===== config.mk =====
export PLATFORM = sky130hd
export DESIGN_NAME = j_sine_reader
export DESIGN_NICKNAME = d
export VERILOG_FILES = /design/src/rtl/j_sine_reader_pkg.sv /design/src/rtl/j_phase_acc.sv /design/src/rtl/j_sine_reader.sv
export SDC_FILE = /design/constraint.sdc
export NUM_CORES = 1
export LEC_CHECK = 0
export BUFFER_PORTS_ARGS = -buffer_cell sky130_fd_sc_hd__buf_2
export CAP_MARGIN = 5
export CELL_PAD_IN_SITES_DETAIL_PLACEMENT = 1
export CELL_PAD_IN_SITES_GLOBAL_PLACEMENT = 2
export CORE_MARGIN = 10
export CORE_UTILIZATION = 37
export CTS_CLUSTER_DIAMETER = 120
export DETAILED_ROUTE_END_ITERATION = 16
export PLACE_DENSITY_LB_ADDON = 0.3
export REMOVE_ABC_BUFFERS = 1
export SLEW_MARGIN = 10
export SYNTH_ARGS = -nofsm -noshare
export SYNTH_HDL_FRONTEND = slang
export SYNTH_HIERARCHICAL = 1
export SYNTH_SLANG_ARGS = --single-unit

===== constraint.sdc =====
create_clock -name sys_clk -period 6.2 [get_ports sys_clk]
set_clock_uncertainty 0.15 [all_clocks]
set_input_delay 0.93 -clock sys_clk [delete_from_list [all_inputs] [get_ports sys_clk]]
set_output_delay 0.93 -clock sys_clk [all_outputs]
set_load 0.05 [all_outputs]

===== src/rtl/j_sine_reader_pkg.sv =====
// Shared definitions for the sine ROM burst reader.
//   - FSM state encoding
//   - sine ROM address width
//   - default ROM latency and phase accumulator width
package j_sine_reader_pkg;

    localparam int ROM_AW      = 10;
    localparam int DEF_ROM_LAT = 2;
    localparam int DEF_ACC_W   = 24;

    typedef enum logic [2:0] {
        ST_IDLE = 3'd0,
        ST_REQ  = 3'd1,
        ST_WAIT = 3'd2,
        ST_OUT  = 3'd3,
        ST_FIN  = 3'd4
    } state_t;

endpackage


===== src/rtl/j_phase_acc.sv =====
// Phase accumulator for the sine reader.
// Ports:
//   sys_clk, reset   clock, async active-high reset
//   load             take init as the new phase and latch inc as the step
//   step             advance phase by the latched step (wraps mod 2^ACC_W)
//   init, inc        starting phase / per-sample step
//   addr_nxt         ROM address slice of the phase value being registered
//                    this cycle, so the caller can register roma in step
module j_phase_acc
    import j_sine_reader_pkg::*;
#(
    parameter int ACC_W = DEF_ACC_W
) (
    input  logic              sys_clk,
    input  logic              reset,
    input  logic              load,
    input  logic              step,
    input  logic [ACC_W-1:0]  init,
    input  logic [ACC_W-1:0]  inc,
    output logic [ROM_AW-1:0] addr_nxt
);

    logic [ACC_W-1:0] phase;
    logic [ACC_W-1:0] inc_q;
    logic [ACC_W-1:0] phase_nxt;

    always_comb begin
        phase_nxt = phase;
        if (load)
            phase_nxt = init;
        else if (step)
            phase_nxt = phase + inc_q;   // natural wrap at 2^ACC_W
    end

    assign addr_nxt = phase_nxt[ACC_W-1 -: ROM_AW];

    always_ff @(posedge sys_clk or posedge reset) begin
        if (reset) begin
            phase <= '0;
            inc_q <= '0;
        end else begin
            phase <= phase_nxt;
            if (load)
                inc_q <= inc;
        end
    end

endmodule


===== src/rtl/j_sine_reader.sv =====
// Sine ROM burst reader: walks a phase accumulator, issues one ROM read per
// sample, captures the returned word and offers it with a valid/ready
// handshake. Flags words whose upper half is not a sign copy of bit 15.
// Ports:
//   sys_clk, reset                 clock, async active-high reset
//   start, abort                   burst control
//   phase_init, phase_inc, count   burst parameters, sampled on accepted start
//   roma, romen, gpu_data_in       sine ROM read port
//   sample, sample_valid, sample_ready   output handshake
//   busy, done, sign_err           status
//
// state | meaning
// IDLE  | waiting for start
// REQ   | romen high for one cycle, roma presented
// WAIT  | ROM_LAT cycles; ROM data captured on the last one
// OUT   | sample offered until sample_ready
// FIN   | one-cycle done pulse
module j_sine_reader
    import j_sine_reader_pkg::*;
#(
    parameter int ROM_LAT = DEF_ROM_LAT,
    parameter int ACC_W   = DEF_ACC_W
) (
    input  logic              sys_clk,
    input  logic              reset,
    input  logic              start,
    input  logic              abort,
    input  logic [ACC_W-1:0]  phase_init,
    input  logic [ACC_W-1:0]  phase_inc,
    input  logic [15:0]       count,
    output logic [ROM_AW-1:0] roma,
    output logic              romen,
    input  logic [31:0]       gpu_data_in,
    output logic [31:0]       sample,
    output logic              sample_valid,
    input  logic              sample_ready,
    output logic              busy,
    output logic              done,
    output logic              sign_err
);

    localparam logic [2:0] WAIT_LD = 3'(ROM_LAT - 1);

    state_t      state;
    logic [15:0] remaining;
    logic [2:0]  wait_cnt;
    logic        acc_load;
    logic        acc_step;
    logic [ROM_AW-1:0] addr_nxt;
    logic        sign_bad;

    assign acc_load = (state == ST_IDLE) && start && !abort && (count != 16'd0);
    assign acc_step = (state == ST_OUT) && sample_ready && !abort;
    assign sign_bad = gpu_data_in[31:16] != {16{gpu_data_in[15]}};

    j_phase_acc #(.ACC_W(ACC_W)) u_phase_acc (
        .sys_clk  (sys_clk),
        .reset    (reset),
        .load     (acc_load),
        .step     (acc_step),
        .init     (phase_init),
        .inc      (phase_inc),
        .addr_nxt (addr_nxt)
    );

    // Outputs are registered against the next state so they line up with it.
    always_ff @(posedge sys_clk or posedge reset) begin
        if (reset) begin
            state        <= ST_IDLE;
            remaining    <= '0;
            wait_cnt     <= '0;
            roma         <= '0;
            romen        <= 1'b0;
            sample       <= '0;
            sample_valid <= 1'b0;
            busy         <= 1'b0;
            done         <= 1'b0;
            sign_err     <= 1'b0;
        end else begin
            romen <= 1'b0;
            done  <= 1'b0;
            if (abort) begin
                state        <= ST_IDLE;
                sample_valid <= 1'b0;
                busy         <= 1'b0;
            end else begin
                case (state)
                    ST_IDLE: begin
                        if (start) begin
                            sign_err <= 1'b0;
                            busy     <= 1'b1;
                            if (count == 16'd0) begin
                                state <= ST_FIN;
                                done  <= 1'b1;
                            end else begin
                                remaining <= count;
                                state     <= ST_REQ;
                                romen     <= 1'b1;
                                roma      <= addr_nxt;
                            end
                        end
                    end
                    ST_REQ: begin
                        state    <= ST_WAIT;
                        wait_cnt <= WAIT_LD;
                    end
                    ST_WAIT: begin
                        if (wait_cnt == 3'd0) begin
                            sample       <= gpu_data_in;
                            sample_valid <= 1'b1;
                            if (sign_bad)
                                sign_err <= 1'b1;
                            state <= ST_OUT;
                        end else begin
                            wait_cnt <= wait_cnt - 3'd1;
                        end
                    end
                    ST_OUT: begin
                        if (sample_ready) begin
                            sample_valid <= 1'b0;
                            remaining    <= remaining - 16'd1;
                            if (remaining == 16'd1) begin
                                state <= ST_FIN;
                                done  <= 1'b1;
                            end else begin
                                state <= ST_REQ;
                                romen <= 1'b1;
                                roma  <= addr_nxt;
                            end
                        end
                    end
                    ST_FIN: begin
                        state <= ST_IDLE;
                        busy  <= 1'b0;
                    end
                    default: begin
                        state <= ST_IDLE;
                        busy  <= 1'b0;
                    end
                endcase
            end
        end
    end

endmodule


==> results of run 1 <==
-- worst max-delay path by stage --
stage | startpoint | to | slack (ns) | depth (start not counted)
after detailed placement | abort | roma[3]$_DFFE_PP0P_ | 2.26 | 8
after global routing | state[1]$_DFFE_PP0P_ | roma[3]$_DFFE_PP0P_ | 2.39 | 8
after floorplan | count[13] | roma[3]$_DFFE_PP0P_ | 2.24 | 8
after CTS | state[1]$_DFFE_PP0P_ | roma[3]$_DFFE_PP0P_ | 2.64 | 8
final | state[1]$_DFFE_PP0P_ | roma[3]$_DFFE_PP0P_ | 2.66 | 8
after global placement | abort | roma[3]$_DFFE_PP0P_ | 2.37 | 8
-- critical path: stages (launching register included) --
cell	delay (ns)
dfrtp_1	0.57
inv_2	0.10
nor3_1	0.46
nand3_1	0.20
inv_1	0.75
nor2_1	0.40
a22o_1	0.28
a211o_1	0.25
mux2_4	0.26
-- registers in the layout, indices dropped and copies added, names as in the netlist --
name               cells
sample                32
done                   1
wait_cnt               3
sign_err               1
romen                  1
state                  3
remaining             16
busy                   1
u_phase_acc/inc_q     24
u_phase_acc/phase     24
roma                  10
sample_valid           1
-- cells by family after synthesis --
family	Yosys count	share of synthesized area, %
buffers and inverters	60	4.532
flip-flops	117	44.19
AND/OR/NAND/NOR	154	11.95
adder cells (fa/ha/maj)	28	5.401
XOR/XNOR	25	3.305
AO/OA/AOI/OAI	174	17.07
multiplexers	78	13.54
-- power by group through the flow --
stage               clock network, mW  logic [mW]  registers [mW]
finish                           1.02        1.96            1.22
global route                     1.09        2.15            1.26
CTS                              1.05        1.98            1.23
detailed placement                  0        1.97            1.23
global placement                    0        1.93            1.22
floorplan                           0        1.08            1.63
-- stage by stage --
step | instances | instance area (µm²) | setup WS (ns)
floorplan | 594 | 6392 | 2.235
global placement | 970 | 7440 | 2.375
detailed placement | 970 | 7440 | 2.263
CTS | 1002 | 8054 | 2.640
global route | 1002 | 8054 | 2.394
finish | 1003 | 8056 | 2.664
-- layout make-up --
class | count | share of cell area (%)
Sequential cell | 117 | 36.34
Timing Repair Buffer | 151 | 9.505
Inverter | 18 | 0.8386
Antenna cell | 1 | 0.03106
Multi-Input combinational cell | 459 | 42.16
Tap cell | 225 | 3.494
Clock inverter | 15 | 2.345
Clock buffer | 17 | 5.280
-- metal layers --
layer	vias to the layer above	global-route usage [%]	share of wire, %	wire length (µm)
met5	-	0	0	0
met4	0	4.318	0.66	124
met3	10	5.607	6.0	1131
met2	107	28.09	51	9608
met1	2649	18.03	42	7921
li1	2563	-	-	-
-- placed cells by master, fill, tap and decap left out, types with 17 or more instances in the layout --
cell type,count
ha_1,27
nand2_1,44
mux2_2,57
o21ai_0,34
clkbuf_16,17
nor2_1,29
dfrtp_1,117
a21oi_1,47
xnor2_1,21
buf_2,147
o21ai_1,23
==> results.yml, run 1 <==
clock_tree:
  numCtsBuffers: 17
  cts.sinks: 117
  post-cts-setup-buffers: 0
  cts_tree: "yes"
  cts_hold_buf: 0
  cts-resized-gates: 0
  ctsHtreeMaxLevel: 4
  clk_latency_ns: 0.42
  clockRootBuffer: "clkbuf_16"
  path_clk_slew_ns: 0.06
  clockBufferDepth: 2
power:
  peakVddDrop_mv: 0.2902
  power_frac_clock_pct: 24.3
  seqPwrFrac_pct: 29.1
  powerDensity_nw_per_um2: 522.3
  total_power_mw: 4.208
  internal_power_mw: 2.373
  power_leakage_nw: 3.750
  comb_power_share_pct: 46.6
  p_sw_mw: 1.835
  switching_share_pct: 43.61
finish:
  multi_input_area_um2: 3397
  layout-drive-gt1-share_pct: 34.49
  nets: 893
  fillers: 2004
  synthToLayoutAreaGrowth_pct: 21.61
  register_area_um2: 2928
  finish.utilization_pct: 46.26
worst_setup_path:
  cp_data_arrival_time_ns: 3.69
  end_kind: "flop"
  crit_fanout: 23
  worstSetupPathType: "flop to flop"
  reg2reg_depth: 8
  setup.worst_path.start_class: "flop"
  r2r_end: "roma[3]$_DFFE_PP0P_"
  rr_startpoint: "state[1]$_DFFE_PP0P_"
  cp.required_ns: 6.36
  r2r_slack_ns: 2.66
yosys:
  synth_top_cell_by_area: "dfrtp_1"
  ys_top_cells_by_area: "dfrtp_1 44%, mux2_2 9.7%, ha_1 5.1%, a21oi_1 3.6%, xnor2_1 2.8%"
  synth_edf_count: 0
  synth.cell_area_um2: 6625
  synthFlopType: "dfrtp_1"
  ys_ff_latch: 117
  syn_inst: 636
  synth_most_common_cell: "dfrtp_1"
  yosys_warnings: 6
  yosysUniqueCellTypes: 69
  synth_top_cell_area_share_pct: 44.19
  syn_area_per_cell_um2: 10.42
  ys_top_cells_by_count: "117 x dfrtp_1, 57 x mux2_2, 47 x a21oi_1"
  seq_area_frac_synth_pct: 44.19
  ys_async_sr_fraction_pct: 100.0
floorplanning:
  initial_core_util_pct: 38.04
  row_count: 48
  die_h_um: 153.8
  die_area_um2: 23660
  io_pins: 148
  design.core.area_um2: 17420
  die_x_um: 153.8
routing:
  routed_wl_mm: 18.79
  drt_iter0_markers: 163
  via_count: 5329
  wl_per_cell_um: 18.73
  viasPerCell: 5.313
  postRouteAntennaNets: 0
  dr.pass1.iters: 4
  drc: 0
sta:
  hold_slack_ns: 0.3524
  max_freq_ghz: 0.2828
  slew-limit-headroom_pct: 29.45
  tightest_slew_ns: 1.057
  drv_slew: 0
  finalSetupViolations: 0
  min_period_over_period_pct: 57.03
  finalSetupTns_ns: 0
  rsz0062_at_grt: "no"
  hold_viol_final: 0
  fin_crit_ns: 3.536
global_routing:
  grt_pass1_wl_mm: 31.27
  grt.overflow.total: 0
  antenna_found_initial: 1
  grtUsageTotal_pct: 16.03
  grt_pass1_vias: 6081
  grt_start_max_net_pins: 49
job:
  max_cap_violations: 0
worst_hold_path:
  hold_end: "sample[30]$_DFFE_PP0P_"
  min_path_cells: 1
  hold_class: "flop to flop"
  hp-start: "sample[30]$_DFFE_PP0P_"
placed_design:
  place_congestion: 0.8591
  io_buffer_count: 147
  dpl.hpwl_mm: 14.09
run_status:
  run_status: "finished clean"
(Power assumes the default switching activity.)
==> run 2: changes to the inputs <==
--- a/config.mk
+++ b/config.mk
@@ -10,7 +10,7 @@
 export CELL_PAD_IN_SITES_DETAIL_PLACEMENT = 1
 export CELL_PAD_IN_SITES_GLOBAL_PLACEMENT = 2
 export CORE_MARGIN = 10
-export CORE_UTILIZATION = 37
+export CORE_UTILIZATION = 34
 export CTS_CLUSTER_DIAMETER = 120
 export DETAILED_ROUTE_END_ITERATION = 16
 export PLACE_DENSITY_LB_ADDON = 0.3
==> constraint.sdc (replaced) <==
create_clock -name sys_clk -period 3.55 [get_ports sys_clk]
set_clock_uncertainty 0.15 [all_clocks]
set_input_delay 0.5325 -clock sys_clk [delete_from_list [all_inputs] [get_ports sys_clk]]
set_output_delay 0.5325 -clock sys_clk [all_outputs]
set_load 0.05 [all_outputs]
==> results.yml, run 2 (same netlist as run 1, synthesis figures left out) <==
routing:
  drt_iter0_markers: 154
  postRouteAntennaNets: 0
  drc: 0
  via_count: 5333
  dr.pass1.iters: 4
  routed_wl_mm: 18.89
  wl_per_cell_um: 18.09
  viasPerCell: 5.108
finish:
  fillers: 2141
  final_area_um2: 8158
  largestRegisters: "sample x32, u_phase_acc/inc_q x24, u_phase_acc/phase x24"
  nets: 900
  layout_commonest_cell: "buf_2"
  diodes: 0
  layout-drive-gt1-share_pct: 35.08
  fin_cells: 1044
  regMostFlops: "sample"
  largest_reg_flops: 32
  synthToLayoutAreaGrowth_pct: 23.13
  finish.utilization_pct: 43.04
  final_cell_mix: "147 x buf_2, 117 x dfrtp_1, 57 x mux2_2, 47 x a21oi_1, 44 x nand2_1"
global_routing:
  grt.overflow.total: 0
  antenna_found_initial: 0
  grt_start_max_net_pins: 52
  grt_pass1_wl_mm: 31.38
  grt_pass1_vias: 6149
  grtUsageTotal_pct: 14.91
floorplanning:
  io_pins: 148
  die_area_um2: 25470
  row_count: 50
  design.core.area_um2: 18960
  die_h_um: 159.6
  initial_core_util_pct: 34.95
  die_x_um: 159.6
clock_tree:
  post-cts-setup-buffers: 0
  cts_tree: "yes"
  ctsHtreeMaxLevel: 4
  path_clk_slew_ns: 0.06
  clockBufferDepth: 2
  numCtsBuffers: 17
  cts.sinks: 117
  clk_latency_ns: 0.42
  cts_hold_buf: 0
  clockRootBuffer: "clkbuf_16"
  cts-resized-gates: 0
worst_setup_path:
  crit_fanout: 5
  critPathSlowestCell: "fa_1"
  setup.worst_path.start_class: "flop"
  critical_path.max_stage_delay_ns: 0.42
  end_kind: "flop"
  cp.required_ns: 3.70
  cp_data_arrival_time_ns: 3.34
  crit_chain: "ha_1 > fa_1 > a21oi_1 > nor3_1 > nor3_1 > o21ai_1 > a31o_1 > nand3_1 > mux2i_1 > o21ai_1 > mux2_4"
  worstSetupPathType: "flop to flop"
sta:
  drv_slew: 0
  finalSetupTns_ns: 0
  slew-limit-headroom_pct: 29.24
  finalSetupViolations: 0
  max_freq_ghz: 0.3128
  fin_crit_ns: 3.196
  tightest_slew_ns: 1.060
  hold_viol_final: 0
  rsz0062_at_grt: "no"
  min_period_over_period_pct: 90.04
job:
  max_cap_violations: 0
power:
  power_leakage_nw: 3.779
  peakVddDrop_mv: 0.4159
  power_frac_clock_pct: 24.3
  powerDensity_nw_per_um2: 901.8
  switching_share_pct: 43.61
  comb_power_share_pct: 46.8
  p_sw_mw: 3.208
  total_power_mw: 7.357
  internal_power_mw: 4.148
  seqPwrFrac_pct: 28.9
placed_design:
  dpl.hpwl_mm: 14.29
  dp_cells: 1012
  postPlaceCellArea_um2: 7548
  place_congestion: 0.8113
  io_buffer_count: 147
run_status:
  run_status: "finished clean"
worst_hold_path:
  hold_class: "input port to asynchronous set/reset pin"
## run 2: cell count changes in the layout (fill, tap and decap cells not counted), sizes merged
cell,delta
clkinvlp,+2
clkinv,-4
diode,-1
inv,+2
buf,+7
## run 2: layer usage
layer | vias to the layer above | track usage (%) | part of all wire (%)
li1 | 2582 | - | -
met1 | 2630 | 16.80 | 43
met2 | 107 | 25.92 | 50
met3 | 14 | 4.983 | 5.8
met4 | 0 | 4.760 | 1.4
met5 | - | 0 | 0
## run 2: worst paths after layout
| kind | endpoint | slack, ns | startpoint | depth (start not counted) |
|---|---|---|---|---|
| max in group asynchronous | u_phase_acc/inc_q[14]$_DFFE_PP0P_ | 2.36 | reset | 2 |
| min in group sys_clk | u_phase_acc/phase[2]$_DFFE_PP0P_ | 0.17 | phase_init[2] | 3 |
| worst max register to register | roma[8]$_DFFE_PP0P_ | 0.35 | u_phase_acc/phase[0]$_DFFE_PP0P_ | 11 |
| worst max-delay path | roma[8]$_DFFE_PP0P_ | 0.35 | u_phase_acc/phase[0]$_DFFE_PP0P_ | 11 |
| worst min-delay path | roma[9]$_DFFE_PP0P_ | 0.05 | reset | 3 |
| worst min register to register | sample[24]$_DFFE_PP0P_ | 0.35 | sample[24]$_DFFE_PP0P_ | 1 |
## run 2: cell type report
cell class / count / area, µm² / share of cell area, %
clock buffer: 17 / 425.4 / 5.215
sequential: 117 / 2928 / 35.89
inverter: 18 / 67.56 / 0.8282
multi-input combinational: 459 / 3397 / 41.64
tap: 260 / 325.3 / 3.988
clock inverter: 15 / 183.9 / 2.255
timing repair buffer: 158 / 830.8 / 10.18
## run 2: metrics by stage
stage               setup WS [ns]  hold slack (ns)
floorplan                -0.06588           0.3144
global placement           0.3856           0.3325
detailed placement         0.3167           0.3370
CTS                        0.2927          0.04589
global route              0.09210          0.07882
finish                     0.3536          0.05326
## run 2: worst max-delay path: cells and delay by family (launching register included)
kind,cells,cell delay (ns)
flip-flops,1,0.38
AND/OR/NAND/NOR,3,0.52
AO/OA/AOI/OAI,4,0.86
multiplexers,2,0.49
adder cells (fa/ha/maj),2,0.69
## run 2: power groups by stage
stage	Combinational, mW	Clock [mW]	Sequential [mW]
finish	3.44	1.79	2.12
CTS	3.49	1.84	2.13
detailed placement	3.47	0	2.15
global route	3.76	1.91	2.20
global placement	3.40	0	2.11
floorplan	1.89	0	2.86
==> run 3: changes to the inputs <==
--- a/config.mk
+++ b/config.mk
@@ -7,10 +7,10 @@
 export LEC_CHECK = 0
 export BUFFER_PORTS_ARGS = -buffer_cell sky130_fd_sc_hd__buf_2
 export CAP_MARGIN = 5
-export CELL_PAD_IN_SITES_DETAIL_PLACEMENT = 1
-export CELL_PAD_IN_SITES_GLOBAL_PLACEMENT = 2
+export CELL_PAD_IN_SITES_DETAIL_PLACEMENT = 0
+export CELL_PAD_IN_SITES_GLOBAL_PLACEMENT = 1
 export CORE_MARGIN = 10
-export CORE_UTILIZATION = 34
+export CORE_UTILIZATION = 42
 export CTS_CLUSTER_DIAMETER = 120
 export DETAILED_ROUTE_END_ITERATION = 16
 export PLACE_DENSITY_LB_ADDON = 0.3
==> results.yml, run 3 (same netlist as run 1, synthesis figures left out) <==
routing:
  via_count: 5288
  viasPerCell: 5.320
  dr.pass1.iters: 4
  routed_wl_mm: 16.99
  postRouteAntennaNets: 0
  wl_per_cell_um: 17.09
  drc: 0
  drt_iter0_markers: 237
finish:
  diodes: 0
  nets: 899
  regMostFlops: "sample"
  synthToLayoutAreaGrowth_pct: 22.19
  largest_reg_flops: 32
  fillers: 1411
  layout-drive-gt1-share_pct: 34.87
  final_cell_mix: "147 x buf_2, 117 x dfrtp_1, 57 x mux2_2, 47 x a21oi_1, 44 x nand2_1"
  layout_commonest_cell: "buf_2"
  finish.utilization_pct: 52.86
  largestRegisters: "sample x32, u_phase_acc/inc_q x24, u_phase_acc/phase x24"
  final_area_um2: 8095
placed_design:
  place_ws_ns: 0.3210
  dpl.hpwl_mm: 12.68
  place_congestion: 0.8671
  io_buffer_count: 147
  postPlaceCellArea_um2: 7480
sta:
  rsz0062_at_grt: "no"
  slew-limit-headroom_pct: 30.61
  finalSetupViolations: 0
  hold_viol_final: 0
  max_freq_ghz: 0.3077
  tightest_slew_ns: 1.039
  fin_crit_ns: 3.250
  drv_slew: 0
  min_period_over_period_pct: 91.55
  hold_slack_ns: 0.1061
  setup_ws_ns: 0.3000
clock_tree:
  clk_latency_ns: 0.41
  cts_hold_buf: 0
  clockBufferDepth: 2
  path_clk_slew_ns: 0.06
  cts_tree: "yes"
  post-cts-setup-buffers: 0
  cts.sinks: 117
  cts-resized-gates: 0
  clockRootBuffer: "clkbuf_16"
  ctsHtreeMaxLevel: 4
  numCtsBuffers: 17
global_routing:
  grt_pass1_vias: 5698
  antenna_found_initial: 0
  groute.layer.met1.usage_pct: 18.37
  grtUsageTotal_pct: 15.91
  met3_usage_pct: 5.961
  met2_usage_pct: 26.92
  grt.overflow.total: 0
  busiest_layer: "met2"
  grt_pass1_wl_mm: 27.93
  grt_start_max_net_pins: 49
power:
  power_leakage_nw: 3.781
  total_power_mw: 7.299
  peakVddDrop_mv: 0.4646
  powerDensity_nw_per_um2: 901.6
worst_setup_path:
  r2r_end: "roma[8]$_DFFE_PP0P_"
  cp.required_ns: 3.70
  setup.worst_path.start_class: "flop"
  critical_path.max_stage_delay_ns: 0.42
  crit_fanout: 5
  rr_startpoint: "u_phase_acc/phase[0]$_DFFE_PP0P_"
  worstSetupPathType: "flop to flop"
  r2r_slack_ns: 0.30
  crit_chain: "ha_1 > fa_1 > a21oi_1 > nor3_1 > nor3_1 > o21ai_1 > a31o_1 > nand3_1 > mux2i_1 > o21ai_1 > mux2_4"
  critPathTopFamily: "compound AO/OA/AOI/OAI gates"
  cp_data_arrival_time_ns: 3.40
  end_kind: "flop"
  cp_num_buf_inv: 0
  critPathSlowestCell: "fa_1"
  reg2reg_depth: 11
run_status:
  run_status: "finished clean"
worst_hold_path:
  hold_class: "input port to asynchronous set/reset pin"
floorplanning:
  die_h_um: 145.6
  design.core.area_um2: 15310
  row_count: 45
  die_x_um: 145.6
  initial_core_util_pct: 43.26
  die_area_um2: 21200
  io_pins: 148
job:
  max_cap_violations: 0
run 3: cell types whose count changed in the layout (fill, tap and decap cells not counted), sizes merged:
cell | before | now
clkinvlp | 2 | 1
clkinv | 1 | 5
inv | 28 | 22
clkbuf | 17 | 19
bufinv | 2 | 3
buf | 158 | 157
run 3: how the worst max path moves through the flow:
stage / start / endpoint / slack (ns) / depth (start not counted)
floorplan: state[0]$_DFFE_PP0P_ / roma[3]$_DFFE_PP0P_ / -0.07 / 8
detailed placement: u_phase_acc/phase[0]$_DFFE_PP0P_ / roma[8]$_DFFE_PP0P_ / 0.32 / 11
CTS: u_phase_acc/phase[0]$_DFFE_PP0P_ / roma[8]$_DFFE_PP0P_ / 0.31 / 11
finish: u_phase_acc/phase[0]$_DFFE_PP0P_ / roma[8]$_DFFE_PP0P_ / 0.30 / 11
global route: u_phase_acc/phase[0]$_DFFE_PP0P_ / roma[8]$_DFFE_PP0P_ / 0.08 / 11
global placement: u_phase_acc/phase[0]$_DFFE_PP0P_ / roma[8]$_DFFE_PP0P_ / 0.42 / 11
run 3: per-layer routing:
layer	vias up	wire length, µm
li1	2583	-
met1	2565	7353
met2	125	8424
met3	15	1055
met4	0	157
met5	-	0
run 3: worst reg2reg max path, stage by stage (launching register included):
cell	delay (ns)
dfrtp_1	0.38
ha_1	0.27
fa_1	0.42
a21oi_1	0.26
nor3_1	0.10
nor3_1	0.37
o21ai_1	0.23
a31o_1	0.30
nand3_1	0.11
mux2i_1	0.20
o21ai_1	0.09
mux2_4	0.27
run 3: area by class of cell:
type / instances / area, µm² / share of cell area, %
Sequential cell: 117 / 2928 / 36.17
Timing Repair Buffer: 157 / 823.3 / 10.17
Inverter: 18 / 67.56 / 0.8346
Tap cell: 211 / 264.0 / 3.261
Clock inverter: 13 / 172.7 / 2.133
Clock buffer: 19 / 442.9 / 5.471
Multi-Input combinational cell: 459 / 3397 / 41.96
run 3: report_power, final:
part / switching [mW] / internal (mW) / leakage (nW)
Sequential: 0.303 / 1.81 / 1.45
Clock: 0.653 / 1.13 / 0.299
Combinational: 2.13 / 1.27 / 2.03
Total: 3.09 / 4.21 / 3.78
run 3: per-stage QoR:
stage / TNS (ns) / instances
5_1_grt: 0 / 994
6_report: 0 / 994
4_1_cts: 0 / 994
3_5_place_dp: 0 / 962
3_3_place_gp: 0 / 962
2_1_floorplan: -0.06588 / 594
